--- config.mk ---
export PLATFORM = sky130hd
export DESIGN_NAME = column_renderer
export DESIGN_NICKNAME = d
export VERILOG_FILES = /design/src/rtl/column_renderer.sv
export SDC_FILE = /design/constraint.sdc
export NUM_CORES = 1
export LEC_CHECK = 0
export BUFFER_PORTS_ARGS = -buffer_cell sky130_fd_sc_hd__buf_2
export CORE_MARGIN = 2
export CORE_UTILIZATION = 55
export DETAILED_ROUTE_END_ITERATION = 8
export PLACE_DENSITY = 0.84
export SETUP_SLACK_MARGIN = 0.1
export SLEW_MARGIN = 20
export SYNTH_ARGS = -nofsm -noshare
export SYNTH_HDL_FRONTEND = slang
export SYNTH_SLANG_ARGS = --single-unit
--- constraint.sdc ---
create_clock -name i_clk -period 4.7 [get_ports i_clk]
set_clock_uncertainty 0.05 [all_clocks]
set_input_delay 0.47 -clock i_clk [delete_from_list [all_inputs] [get_ports i_clk]]
set_output_delay 0.47 -clock i_clk [all_outputs]
set_load 0.1 [all_outputs]
--- src/rtl/column_renderer.sv ---
// Read side of the trace buffer: prefetches one column height two clocks ahead of the beam
// and turns (height, h, v) into registered 2-bit-per-channel RGB for the active area.
module column_renderer #(
    parameter int unsigned H_VIEW     = 640,
    parameter int unsigned H_TOTAL    = 800,
    parameter int unsigned V_VIEW     = 480,
    parameter int unsigned V_TOTAL    = 525,
    parameter int unsigned HORIZON    = 240,
    parameter int unsigned MAX_HEIGHT = 240,
    parameter logic [5:0]  CEIL_RGB   = 6'b010101,
    parameter logic [5:0]  FLOOR_RGB  = 6'b101010,
    parameter logic [5:0]  WALL_RGB   = 6'b000011
) (
    input  logic       i_clk,
    input  logic       i_reset,
    input  logic [9:0] i_h,
    input  logic [9:0] i_v,
    input  logic       i_visible,
    output logic [9:0] o_buf_addr,
    output logic       o_buf_rd_en,
    input  logic [7:0] i_buf_data,
    output logic [1:0] o_red,
    output logic [1:0] o_green,
    output logic [1:0] o_blue
);

    localparam logic [9:0] LP_H_WRAP  = 10'(H_TOTAL - 2);
    localparam logic [9:0] LP_H_VIEW  = 10'(H_VIEW);
    localparam logic [9:0] LP_V_VIEW  = 10'(V_VIEW);
    localparam logic [9:0] LP_V_LAST  = 10'(V_TOTAL - 1);
    localparam logic [9:0] LP_HORIZON = 10'(HORIZON);
    localparam logic [7:0] LP_MAX_HGT = 8'(MAX_HEIGHT);

    typedef enum logic [1:0] {StVblank, StPrefetch, StActive, StHblank} state_e;

    // w_state_next classifies the current clock; r_state remembers the previous one,
    // so it says whether buf_data on this clock answers a read.
    state_e     r_state;
    state_e     w_state_next;
    logic       w_wrap;
    logic [9:0] w_fetch_col;
    logic [9:0] w_fetch_line;
    logic       w_read;
    logic       w_issued;
    logic [7:0] w_clamped;
    logic [9:0] w_height;
    logic       w_wall;
    logic [5:0] w_colour;
    logic [7:0] r_hgt;
    logic       r_hv;
    logic [5:0] r_rgb;

    always_comb begin
        w_wrap       = (i_h >= LP_H_WRAP);
        w_fetch_col  = w_wrap ? (i_h - LP_H_WRAP) : (i_h + 10'd2);
        w_fetch_line = i_v;
        if (w_wrap) begin
            w_fetch_line = (i_v == LP_V_LAST) ? 10'd0 : (i_v + 10'd1);
        end
    end

    always_ff @(posedge i_clk) begin
        if (i_reset) begin
            r_state <= StVblank;
        end else begin
            r_state <= w_state_next;
        end
    end

    always_comb begin
        w_state_next = StHblank;
        if (w_fetch_line >= LP_V_VIEW) begin
            w_state_next = StVblank;
        end else if (w_wrap) begin
            w_state_next = StPrefetch;
        end else if (w_fetch_col < LP_H_VIEW) begin
            w_state_next = StActive;
        end
    end

    always_comb begin
        w_read      = !i_reset && (w_state_next == StPrefetch || w_state_next == StActive);
        w_issued    = (r_state == StPrefetch || r_state == StActive);
        o_buf_rd_en = w_read;
        o_buf_addr  = w_read ? w_fetch_col : 10'd0;
    end

    always_comb begin
        w_clamped = (i_buf_data > LP_MAX_HGT) ? LP_MAX_HGT : i_buf_data;
        w_height  = r_hv ? {2'b00, r_hgt} : 10'd0;
        if (i_v < LP_HORIZON) begin
            w_wall   = (i_v > (LP_HORIZON - w_height));
            w_colour = w_wall ? WALL_RGB : CEIL_RGB;
        end else begin
            w_wall   = ((i_v - LP_HORIZON) < w_height);
            w_colour = w_wall ? WALL_RGB : FLOOR_RGB;
        end
    end

    // Stage 1 captures the fetched height; stage 2 colours the beam's current pixel.
    always_ff @(posedge i_clk) begin
        if (i_reset) begin
            r_hgt <= 8'd0;
            r_hv  <= 1'b0;
            r_rgb <= 6'd0;
        end else begin
            r_hgt <= w_issued ? w_clamped : 8'd0;
            r_hv  <= w_issued;
            r_rgb <= i_visible ? w_colour : 6'd0;
        end
    end

    assign o_red   = r_rgb[5:4];
    assign o_green = r_rgb[3:2];
    assign o_blue  = r_rgb[1:0];

endmodule

# ---- Yosys cells after proc, flatten, opt, wreduce, memory -nomap -nowiden
# Index checks and enable logic that the tools add are counted.
dict set report totals {
  reg_bits 17
  input_bits 31
}
dict set report classes {
  order_cmp 7
  n_addsub 5
  n_mux 12
  n_reduce_logical 7
  eq_ne 5
  bitwise 2
}
# operator n
set op_table {}
lappend op_table {{$mux 10} 4}
lappend op_table {{$mux 8} 2}
lappend op_table {{$mux 6} 2}
lappend op_table {{$add 10x1->10 const B} 1}
lappend op_table {{$add 10x2->10 const B} 1}
lappend op_table {{$eq 10x10->1 const B} 1}
lappend op_table {{$ge 10x10->1 const B} 1}
lappend op_table {{$ge 10x9->1 const B} 1}
lappend op_table {{$gt 10x10->1} 1}
lappend op_table {{$lt 10x10->1 const B} 1}
lappend op_table {{$lt 10x8->1} 1}
lappend op_table {{$lt 10x8->1 const B} 1}
lappend op_table {{$sub 10x10->10 const B} 1}
lappend op_table {{$sub 10x8->10 const B} 1}
lappend op_table {{$sub 8x8->9 const A} 1}
lappend op_table {{$gt 8x8->1 const B} 1}
lappend op_table {{$mux 5} 1}
lappend op_table {{$eq 2x1->1 const B} 2}
lappend op_table {{$eq 2x2->1 const B} 2}
lappend op_table {{$mux 2} 2}
lappend op_table {{$reduce_or 2->1} 2}
lappend op_table {{$reduce_or 3->1} 1}
lappend op_table {{$logic_or 1x1->1} 2}
lappend op_table {{$not 1->1} 2}
lappend op_table {{3 further kinds} 3}

# ---- Logic depth before layout (Yosys ltp)
# Gate-level depths: netlist (run 1).
dict set report depth {
  ltp_word 10
  ltp_mapped 14
}

# ---- Least setup slack after synthesis (run 1)
# No wires, ideal clock.
dict set report synth_timing {
  path_type {input -> output}
  start {in i_h[1]}
  end {out o_buf_addr[3]}
  cell_stages 8
  arrival_time_ps 3792
  n_path_buf 1
  setup_slack_ps 388
  cell_sequence {ha_1 and3_2 o31ai_1 a221oi_1 o31ai_2 nor2_2 buf_6 nor3_1}
}
dict set report synth_between {
  elab_chain_cells 10
  word_cells_on_any_way 15
}
# element line_no
set synth_rtl {}
lappend synth_rtl {{start: declaration} 16} ;# input logic [9:0] i_h,
lappend synth_rtl {{$add 10x2->10 (tied with other cells)} 55} ;# w_fetch_col = w_wrap ? (i_h - LP_H_WRAP) : (i_h + 10'd2);
lappend synth_rtl {{$mux 10} 55}
lappend synth_rtl {{$lt 10x10->1} 76} ;# end else if (w_fetch_col < LP_H_VIEW) begin
lappend synth_rtl {{$mux 1} 76}
lappend synth_rtl {{$mux 2} 74} ;# end else if (w_wrap) begin
lappend synth_rtl {{$mux 2} 72} ;# if (w_fetch_line >= LP_V_VIEW) begin
lappend synth_rtl {{$eq 2x1->1 or $eq 2x2->1 (tied branches)} 82} ;# w_read = !i_reset && (w_state_next == StPrefetch || w_state_next == StActive);
lappend synth_rtl {{$logic_or 1x1->1} 82}
lappend synth_rtl {{$logic_and 1x1->1} 82}
lappend synth_rtl {{$mux 10 (*)} 85} ;# o_buf_addr = w_read ? w_fetch_col : 10'd0;
lappend synth_rtl {{end: declaration} 19} ;# output logic [9:0] o_buf_addr,
# Every way passes the cells marked *; elsewhere a longest branch is shown, timed or not.

# ---- Final worst setup path (run 1)
dict set report layout_timing {
  start {in i_h[1]}
  end {out o_buf_addr[2]}
}
# Same word-level chain as after synthesis.

==> results of run 1 <==
logic make-up (layout without fill, tap and decap cells):
group,after synthesis,count (layout)
AND/OR/NAND/NOR,88,88
AO/OA/AOI/OAI,41,41
XOR/XNOR,13,13
flip-flops,15,15
adder cells (fa/ha/maj),23,23
buffers and inverters,20,62
area by class of cell:
cell class	instances	area, um2	share of cell area, %
flip-flops and latches	15	300	15.8
repair buffers	48	243	12.8
well taps	31	38.8	2.04
clock inverters	1	5.00	0.263
multi-input cells	165	1250	66.0
inverters	10	37.5	1.97
clock buffers	3	22.5	1.18
path summary, 6_finish.rpt:
check                                    from       endpoint  slack [ns]
worst min-delay path            i_buf_data[1]       r_hgt[1]        0.35
worst min register to register     r_state[1]           r_hv        0.55
worst max-delay path                   i_h[1]  o_buf_addr[2]        1.50
worst max register to register           r_hv       r_rgb[1]        2.10
cell usage in the layout, fill, tap and decap left out, drive strengths merged, types with 4 or more instances in the layout:
cell,netlist,layout
dfxtp,15,15
ha,23,23
xnor2,10,10
and3,7,7
nand3,8,8
a21oi,10,10
and2,9,9
nand2,17,17
inv,10,10
nor3,10,10
buf,7,48
nor4,4,4
nor3b,4,4
nand4,6,6
a21o,6,6
nor2,13,13
stage by stage:
stage          cell area, um2  worst slack, ns
2_1_floorplan            1660            0.388
3_3_place_gp             1870             1.53
3_5_place_dp             1870             1.49
4_1_cts                  1900             1.49
5_1_grt                  1900             1.35
6_report                 1900             1.50
registers in the layout, indices dropped and copies added (netlist names):
| register | cells |
|---|---|
| r_hv | 1 |
| r_rgb | 4 |
| r_hgt | 8 |
| r_state | 2 |
critical path, stage by stage:
cell	delay, ns
buf_2	0.13
ha_1	0.24
a311o_1	0.38
nor4_2	0.27
a221o_1	0.20
o31ai_2	0.08
nor2_2	0.48
nor3b_2	0.10
buf_2	0.31
per-layer routing:
metal	track usage [%]	routed length, um	vias to the layer above
met2	37.3	1600	43
met1	24.1	1460	680
li1	-	-	820
met3	4.62	173	5
met5	0	0	-
met4	3.90	22	0
power by group through the flow:
stage                     Sequential (W)  Clock [W]  Combinational, W
after global placement          0.000138          0          0.000152
after CTS                       0.000136  0.0000729          0.000155
final                           0.000136  0.0000711          0.000154
after global routing            0.000136  0.0000838          0.000167
after detailed placement        0.000139          0          0.000154
after floorplan                 0.000149          0          0.000108
==> flow_summary.toml, run 1 <==
[min_path]
min_path_type = "in2reg"
hold-path-cell-count = 2

[floorplanning]
pin_count = 48
rows = 19
die_h_um = 58.9
start_util_pct = 59.1
die_w_um = 58.9
dieArea_mm2 = 0.00347
coreArea_mm2 = 0.00281

[detailed_routing]
ant_nets = 0
wl_per_cell_um = 11.9
drt-pass1-iter-count = 6
vias_per_cell = 5.67
via_count = 1548
route.detailed.drc = 3
drt-initial-drc-count = 46
wl_um = 3260

[power]
p_leak_nw = 0.870
p_comb_share_pct = 42.8
intPower_w = 0.000212
power.share.clock_pct = 19.7
p_sw_w = 0.000149
seqPwrFrac_pct = 37.6
power.density_mw_per_mm2 = 190
p_total_w = 0.000361
p_sw_share_pct = 41.2
max-vdd-ir-drop_mv = 0.141

[logic_synthesis]
ys_seq_area_share_pct = 18.1
synth_fa_ha_area_share_pct = 17.4
synth.top_cell.area_share_pct = 18.1
synth.cell_area_mm2 = 0.00166
synth_compound_area_share_pct = 19.2
synth_xor_area_share_pct = 6.87
synth_top_cell_by_area = "dfxtp_1"
syn-num-nets = 254
synthDistinctLibCells = 56
synth_top_family_by_area = "simple AND/OR/NAND/NOR gates"
synth_area_leaders = "dfxtp_1 18%, ha_1 17%, xnor2_1 5.3%"
yosysMostFrequentCell = "ha_1"
yosys.area_share.simple_pct = 32.2
synth_cells = 200
syn_area_per_cell_um2 = 8.29
muxShareOfSynthArea_pct = 0
yosys-top-cells-count = "23 x ha_1, 16 x nand2_1, 15 x dfxtp_1"
yosysWarnings = 0
ys_ff_latch = 15
ys_async_sr_fraction_pct = 0
synth-edff-count = 0
dominantRegCellSynth = "dfxtp_1"

[timing]
finalHoldViolations = 0
post-route-min-period_ns = 3.20
setup_tns_ns = 0
worst_slew_pin_slew_ns = 0.603
period_share_pct = 68.1
setup_viol = 0
rsz0062_at_grt = "no"
slew_viol_final = 0
relSlewSlack_pct = 59.8
hold_ws_ns = 0.346
fmax_mhz = 312

[finish]
antenna_cells = 0
layout.nets = 297
stdcell_count = 273
syn2layout_area_growth_pct = 14.6
post-route-util_pct = 67.8
fill_cells = 250
drive_gt1_share_pct = 30.6

[clock_network]
holdBufCountCts = 0
cts_tree = "done"
clkSinkCount = 15
insertion_delay_ns = 0.28
clock_path_buffers = 2
post-cts-setup-buffers = 0
cts_buffers = 3
path_clk_slew_ns = 0.08
cts_resized = 0
htreeDepth = 1
cts-root-buf = "clkbuf_4"

[critical_path]
worstPathRequired_ns = 4.18
path_class = "in2out"
startpoint_type = "primary input"
crit_arrival_ns = 2.68
critPathCaptureType = "output port"
cp_max_fo = 11
worstRegToRegCells = 13

[global_route]
grt.overflow.total = 0
grt_pass1_wl_um = 5460
grt_pass1_vias = 1368
antenna_found_initial = 0
grt_usage_pct = 20.3
grt_max_degree = 14

[run_status]
violations = "DRC"
status = "finished with violations"

[placement]
io_buffers = 47
dp_cells = 269
globalplace.congestion = 0.858
dpl.hpwl_um = 2820

[run]
drv_cap = 0
No activity file was read; power rests on OpenSTA's default activity.
==> run 2, diff against run 1 <==
--- a/config.mk
+++ b/config.mk
@@ -7,9 +7,9 @@
 export LEC_CHECK = 0
 export BUFFER_PORTS_ARGS = -buffer_cell sky130_fd_sc_hd__buf_2
 export CORE_MARGIN = 2
-export CORE_UTILIZATION = 55
+export CORE_UTILIZATION = 52
 export DETAILED_ROUTE_END_ITERATION = 8
-export PLACE_DENSITY = 0.84
+export PLACE_DENSITY = 0.8
 export SETUP_SLACK_MARGIN = 0.1
 export SLEW_MARGIN = 20
 export SYNTH_ARGS = -nofsm -noshare
==> constraint.sdc (replaced) <==
create_clock -name i_clk -period 2.96 [get_ports i_clk]
set_clock_uncertainty 0.05 [all_clocks]
set_input_delay 0.296 -clock i_clk [delete_from_list [all_inputs] [get_ports i_clk]]
set_output_delay 0.296 -clock i_clk [all_outputs]
set_load 0.1 [all_outputs]
==> run 2 against run 1 <==
Against the previous run: the run now ends clean; sequential power grew 59%; sequential share of layout area is 1.4 points lower; combinational power grew 79%; utilization is 0.73 points higher; clock power increased by 65%; wire length grew 15%; worst setup slack lost 1.3 ns.
==> flow_summary.toml, run 2 (synthesized netlist as in run 1, its figures left out) <==
[global_route]
grt_max_degree = 14
antenna_found_initial = 0
grt_usage_pct = 22.1
grt.overflow.total = 0
grt_pass1_wl_um = 6170
grt_pass1_vias = 1490

[detailed_routing]
wl_um = 3740
drt-initial-drc-count = 59
vias_per_cell = 5.60
route.detailed.drc = 0
ant_nets = 0
drt-pass1-iter-count = 4
via_count = 1608
wl_per_cell_um = 13.0

[floorplanning]
die_w_um = 60.5
rows = 20
coreArea_mm2 = 0.00305
die_h_um = 60.5
pin_count = 48
start_util_pct = 54.3
dieArea_mm2 = 0.00366

[placement]
dpl.hpwl_um = 3110
io_buffers = 47
globalplace.congestion = 0.855

[clock_network]
htreeDepth = 1
path_clk_slew_ns = 0.09
clock_path_buffers = 2
cts_buffers = 3
insertion_delay_ns = 0.28
clkSinkCount = 15
cts_tree = "done"
cts-root-buf = "clkbuf_4"

[timing]
post-route-min-period_ns = 2.73
slew_viol_final = 0
hold_ws_ns = 0.168
relSlewSlack_pct = 60.4
setup_viol = 0
period_share_pct = 92.2
finalHoldViolations = 0
fmax_mhz = 367
rsz0062_at_grt = "no"
worst_slew_pin_slew_ns = 0.586

[power]
max-vdd-ir-drop_mv = 0.327
p_leak_nw = 0.911
power.density_mw_per_mm2 = 291

[run_status]
status = "complete, no violations"

[critical_path]
r2r-end = "r_rgb[1]"
path_class = "in2out"
worstRegToRegCells = 13
crit_arrival_ns = 2.38
r2r_slack_ns = 0.42
startpoint_type = "primary input"
cp_max_fo = 11
r2r-start = "r_hv"
worstPathRequired_ns = 2.61
critPathCaptureType = "output port"
worstSetupStartpoint = "i_h[1]"

[min_path]
hold-path-cell-count = 2
min-delay-start = "i_buf_data[0]"
min_path_type = "in2reg"
whs_endpoint = "r_hgt[0]"

[finish]
antenna_cells = 0
fill_cells = 258
largest_reg_flops = 8
post-route-util_pct = 68.5
regMostFlops = "r_hgt"
largestRegisters = "r_hgt: 8 flops, r_rgb: 4 flops, r_state: 2 flops"
final_common_cell = "buf_2"
syn2layout_area_growth_pct = 26.1
drive_gt1_share_pct = 32.1
layout.nets = 298
final_cell_mix = "38 x buf_2, 23 x ha_1, 16 x nand2_1"

[run]
drv_cap = 0
[run 2: changes by cell type in the layout (fill, tap and decap cells not counted)]
cell,previous run,this run
nor3_1,6,4
a211oi_2,1,0
dfxtp_1,15,14
buf_12,0,10
a211oi_4,0,1
buf_2,47,38
nor3_2,4,6
dfxtp_2,0,1
[run 2: how the worst max path moves through the flow]
stage                         end  slack (ns)  cells after the start
global route        o_buf_addr[7]        0.10                     10
CTS                 o_buf_addr[7]        0.27                     10
finish              o_buf_addr[7]        0.23                     10
floorplan           o_buf_addr[0]       -0.17                      8
detailed placement  o_buf_addr[7]        0.27                     10
global placement    o_buf_addr[7]        0.32                     10
[run 2: where the power goes]
group / internal (W) / total [W] / switching, W
registers: 0.000211 / 0.000216 / 0.00000514
clock network: 0.0000503 / 0.000117 / 0.0000670
logic: 0.0000978 / 0.000276 / 0.000178
[run 2: timing repair]
action,in CTS,in global routing
setup endpoints to repair,0,1
resized for setup,0,1
hold buffers,0,0
buffers inserted,0,0
[run 2: per-stage QoR]
step           setup slack [ns]  TNS (ns)  instance area [um2]  total power [W]  instances
6_report                  0.232         0                 2090         0.000609        287
5_1_grt                   0.104         0                 2090         0.000645        287
4_1_cts                   0.265         0                 2090         0.000610        287
3_5_place_dp              0.272         0                 2060         0.000495        283
3_3_place_gp              0.319         0                 2060         0.000490        283
2_1_floorplan            -0.172     -1.25                 1680         0.000411        200
[run 2: metal layers]
layer	routed length, um	track usage, %	vias up
li1	-	-	816
met1	1650	26.3	731
met2	1830	40.1	55
met3	220	5.33	6
met4	40	5.59	0
met5	0	0	-
[run 2: area by class of cell]
| class | count | area, um2 | share of cell area [%] |
|---|---|---|---|
| multi-input cells | 165 | 1270 | 60.8 |
| flip-flops and latches | 15 | 302 | 14.4 |
| clock buffers | 3 | 22.5 | 1.08 |
| clock inverters | 1 | 5.00 | 0.239 |
| inverters | 10 | 37.5 | 1.80 |
| repair buffers | 49 | 398 | 19.0 |
| well taps | 44 | 55.1 | 2.63 |
[run 2: critical path: stages]
cell and delay (ns):
buf_2 0.13, ha_1 0.25, and3_2 0.24, o31ai_1 0.22
a221oi_1 0.15, o31ai_2 0.30, nor2_2 0.05, buf_4 0.20
nor3_2 0.10, buf_2 0.44
